<file path="src/rtl/serial_adder.sv">
// Bit-serial adder: one full-adder cell and a carry flop process operands LSB-first,
// producing a registered WIDTH-bit sum and carry-out with a one-cycle done strobe.
module serial_adder #(
    parameter int WIDTH = 8
) (
    input  logic             clk_i,
    input  logic             rst_i,
    input  logic             start_i,
    input  logic [WIDTH-1:0] a_i,
    input  logic [WIDTH-1:0] b_i,
    input  logic             cin_i,
    output logic             busy_o,
    output logic             done_o,
    output logic [WIDTH-1:0] sum_o,
    output logic             cout_o
);

    localparam int CNT_W = $clog2(WIDTH);

    typedef enum logic [1:0] {
        IDLE  = 2'd0,
        SHIFT = 2'd1,
        DONE  = 2'd2
    } state_t;

    state_t             state_q;
    logic [WIDTH-1:0]   ra_q;
    logic [WIDTH-1:0]   rb_q;
    logic [WIDTH-1:0]   rs_q;
    logic [WIDTH-1:0]   sum_q;
    logic [CNT_W-1:0]   cnt_q;
    logic               c_q;
    logic               cout_q;
    logic               busy_q;
    logic               done_q;

    logic               s_d;
    logic               carry_d;

    // The single full-adder cell shared by every bit position.
    always_comb begin
        s_d     = ra_q[0] ^ rb_q[0] ^ c_q;
        carry_d = (ra_q[0] & rb_q[0]) | (ra_q[0] & c_q) | (rb_q[0] & c_q);
    end

    always_ff @(posedge clk_i or posedge rst_i) begin
        if (rst_i) begin
            state_q <= IDLE;
            ra_q    <= '0;
            rb_q    <= '0;
            rs_q    <= '0;
            sum_q   <= '0;
            cnt_q   <= '0;
            c_q     <= 1'b0;
            cout_q  <= 1'b0;
            busy_q  <= 1'b0;
            done_q  <= 1'b0;
        end else begin
            case (state_q)
                IDLE: begin
                    if (start_i) begin
                        ra_q    <= a_i;
                        rb_q    <= b_i;
                        c_q     <= cin_i;
                        cnt_q   <= '0;
                        state_q <= SHIFT;
                        busy_q  <= 1'b1;
                    end
                end
                SHIFT: begin
                    c_q   <= carry_d;
                    ra_q  <= {1'b0, ra_q[WIDTH-1:1]};
                    rb_q  <= {1'b0, rb_q[WIDTH-1:1]};
                    rs_q  <= {s_d, rs_q[WIDTH-1:1]};
                    cnt_q <= cnt_q + CNT_W'(1);
                    // Last bit: publish the result directly, rs_q is one bit short here.
                    if (cnt_q == CNT_W'(WIDTH - 1)) begin
                        sum_q   <= {s_d, rs_q[WIDTH-1:1]};
                        cout_q  <= carry_d;
                        state_q <= DONE;
                        busy_q  <= 1'b0;
                        done_q  <= 1'b1;
                    end
                end
                DONE: begin
                    state_q <= IDLE;
                    done_q  <= 1'b0;
                end
                default: begin
                    state_q <= IDLE;
                    busy_q  <= 1'b0;
                    done_q  <= 1'b0;
                end
            endcase
        end
    end

    assign busy_o = busy_q;
    assign done_o = done_q;
    assign sum_o  = sum_q;
    assign cout_o = cout_q;

endmodule

</file>
<file path="config.mk">
export PLATFORM = sky130hd
export DESIGN_NAME = serial_adder
export DESIGN_NICKNAME = d
export VERILOG_FILES = /design/src/rtl/serial_adder.sv
export SDC_FILE = /design/constraint.sdc
export NUM_CORES = 1
export LEC_CHECK = 0
export BUFFER_PORTS_ARGS = -buffer_cell sky130_fd_sc_hd__buf_4
export CAP_MARGIN = 25
export CORE_ASPECT_RATIO = 1.2
export CORE_MARGIN = 4
export CORE_UTILIZATION = 45
export CTS_CLUSTER_DIAMETER = 150
export DETAILED_ROUTE_END_ITERATION = 8
export PLACE_DENSITY = 0.7
export SLEW_MARGIN = 20
export SYNTH_ARGS = -nofsm -noshare
export SYNTH_HDL_FRONTEND = slang
export SYNTH_SLANG_ARGS = --single-unit
</file>
<file path="constraint.sdc">
create_clock -name clk_i -period 1.7 [get_ports clk_i]
set_input_delay 0.34 -clock clk_i [delete_from_list [all_inputs] [get_ports clk_i]]
set_output_delay 0.34 -clock clk_i [all_outputs]
set_load 0.005 [all_outputs]
</file>
==> impl_metrics.sql <==
INSERT INTO impl_metrics (metric_group, metric, value, unit) VALUES
('worst_setup_path', 'cp.required', '1880', 'ps'),
('power', 'finalPower', '3740', 'uW'),
('timing', 'max_freq', '667', 'MHz'),
('global_routing', 'grt_max_degree', '41', ''),
('clock_network', 'cts.sinks', '40', ''),
('yosys', 'async_reset_ff_share', '100', '%'),
('worst_setup_path', 'category_of_the_worst_setup_path_capture_point', 'register', ''),
('floorplanning', 'die_h', '76.5', 'um'),
('timing', 'rsz0062_at_grt', 'false', ''),
('power', 'power_switching', '1320', 'uW'),
('clock_network', 'cts_max_level', '2', ''),
('yosys', 'netlist-cell-type-count', '23', ''),
('worst_setup_path', 'crit_arrival', '1680', 'ps'),
('finish', 'layout.cells.most_common_list', 'dfrtp_1 (40), buf_4 (36), nor3_1 (33)', ''),
('power', 'combinationalPowerShare', '36.9', '%'),
('place', 'gp_congestion', '0.736', ''),
('timing', 'tightest_slew', '560', 'ps'),
('drt', 'drt_first_iter_violations', '79', ''),
('worst_setup_path', 'startpoint_type', 'register', ''),
('finish', 'nFillCells', '332', ''),
('yosys', 'synth.net_count', '193', ''),
('drt', 'num_vias', '1404', ''),
('clock_network', 'clock_insertion_delay_worst_skew', '290', 'ps'),
('worst_setup_path', 'worst-path-max-fanout', '10', ''),
('global_routing', 'antenna_found_initial', '0', ''),
('power', 'p_per_area', '1760', 'nW/um^2'),
('yosys', 'postSynthCellCount', '170', ''),
('timing', 'setup_tns', '0', 'ps'),
('clock_network', 'tritoncts_clock_tree', 'built', ''),
('finish', 'post_route_cells_drive_above_1_share', '26.1', '%'),
('power', 'sw_frac_of_total', '35.2', '%'),
('place', 'numPlacedInstances', '247', ''),
('yosys', 'synth-seq-cells', '40', ''),
('floorplanning', 'ios', '31', ''),
('drt', 'detail-route-antenna-nets', '0', ''),
('finish', 'most_common_library_cell_in_the_layout_ignoring_fill_and_taps', 'dfrtp_1', ''),
('timing', 'finalHoldViolCount', '0', ''),
('yosys', 'syn_area', '1760', 'um^2'),
('power', 'power_frac_seq', '45.9', '%'),
('yosys', 'number_of_flops_mapped_to_enable_cells_by_yosys', '0', ''),
('timing', 'timing.final.max_slew_violations', '0', ''),
('power', 'static_leakage', '0.000984', 'uW'),
('clock_network', 'cts_made_buffers', '5', ''),
('power', 'cellInternalPower', '2430', 'uW'),
('worst_setup_path', 'setup.worst_path.class', 'reg2reg', ''),
('timing', 'fin_ws', '201', 'ps'),
('yosys', 'sequential_element_share_of_the_synthesized_area', '56.9', '%'),
('floorplanning', 'dieArea', '4980', 'um^2'),
('timing', 'timing.final.setup_violations', '0', ''),
('floorplanning', 'floorplan.die.width', '65.1', 'um'),
('job', 'drv.max_cap_violation_count', '0', ''),
('clock_network', 'clock_path_buffers', '2', ''),
('timing', 'min_period', '1500', 'ps'),
('finish', 'final_cells', '255', ''),
('place', 'hpwlAfterDp', '2480', 'um'),
('outcome', 'status', 'complete, no violations', ''),
('drt', 'post_drt_wl_per_cell', '14.2', 'um'),
('clock_network', 'clock-root-buffer', 'clkbuf_8', ''),
('global_routing', 'grt_pass1_wl', '6150', 'um'),
('clock_network', 'post_cts_resize_count', '0', ''),
('clock_network', 'hold_bufs_at_cts', '0', ''),
('place', 'numPortBuffers', '30', ''),
('yosys', 'synth_ff_type', 'dfrtp_1', ''),
('timing', 'clock_skew', '4.23', 'ps'),
('clock_network', 'clk_pin_slew', '70', 'ps'),
('finish', 'insertedDiodeCount', '0', ''),
('floorplanning', 'initial_utilization', '47.6', '%'),
('place', 'place_ws', '194', 'ps'),
('timing', 'timing.final.crit_share', '88.2', '%'),
('finish', 'layout-area-overhead-vs-synth', '20.6', '%'),
('floorplanning', 'core_area', '3690', 'um^2');
-- registers in the layout, summed over array words and instances, names as in the netlist --
signal / count
busy_o: 1
cnt_q: 3
cout_o: 1
rs_q: 7
sum_o: 8
rb_q: 8
ra_q: 8
c_q: 1
state_q: 2
done_o: 1
-- critical path, stage by stage, from the launching register on --
cell	delay, ps
dfrtp_1	410
ha_1	210
ha_1	260
nand2_4	160
mux2_2	350
-- metal layers --
layer	wire [um]	GRT usage [%]
met1	1540	18.9
met2	1800	26.0
met3	175	3.24
met4	87	8.51
met5	0	0
-- cell families after synthesis --
group	after synthesis	share of synthesized area [%]
simple gates	73	19.1
flops	40	56.9
compound gates	29	10.6
buf+inv	15	4.48
mux	10	6.33
fa+ha+maj	3	2.56
-- path summary, 6_finish.rpt --
kind / depth (start not counted) / endpoint / slack, ps / start
hold / removal: 3 / sum_o[5] / 160 / rst_i
setup / recovery: 4 / sum_o[6] / 200 / cnt_q[0]
setup reg to reg: 4 / sum_o[6] / 200 / cnt_q[0]
max in group asynchronous: 3 / busy_o / 1190 / rst_i
hold reg to reg: 2 / rs_q[1] / 480 / rs_q[1]
min in group clk_i: 3 / ra_q[7] / 310 / a_i[7]
-- cell usage after synthesis, types with 2 or more instances --
master | count | share of area [%]
nor3_1 | 33 | 9.4
inv_1 | 4 | 0.85
nand2_1 | 25 | 5.3
a22o_1 | 2 | 1.0
ha_1 | 2 | 1.4
nand2b_1 | 2 | 0.71
o32ai_1 | 4 | 2.0
dfrtp_1 | 40 | 57
clkbuf_1 | 4 | 0.85
o21ai_0 | 7 | 2.0
buf_2 | 3 | 0.85
buf_4 | 3 | 1.3
o22ai_1 | 15 | 5.3
nor2_1 | 9 | 1.9
mux2_2 | 9 | 5.8
-- power by group through the flow --
stage,Clock [uW],Combinational (uW),Sequential [uW]
2_1_floorplan,0,980,1650
3_3_place_gp,0,1340,1700
3_5_place_dp,0,1390,1730
4_1_cts,660,1400,1710
5_1_grt,717,1560,1780
6_report,645,1380,1720
-- stage by stage --
stage / area (um^2) / util [%]
finish: 2120 / 57.4
global placement: 2030 / 55.0
CTS: 2120 / 57.4
global route: 2120 / 57.4
detailed placement: 2030 / 55.0
floorplan: 1760 / -
-- final cells by class --
cell class                      count  area [um^2]  area share (%)
Tap cell                           52         65.1            3.07
Multi-Input combinational cell    115          679            32.0
Sequential cell                    40         1000            47.2
Inverter                            4         15.0           0.708
Timing Repair Buffer               36          270            12.7
Clock buffer                        8         90.1            4.25
Note: power is estimated with default switching activity, not from simulation.
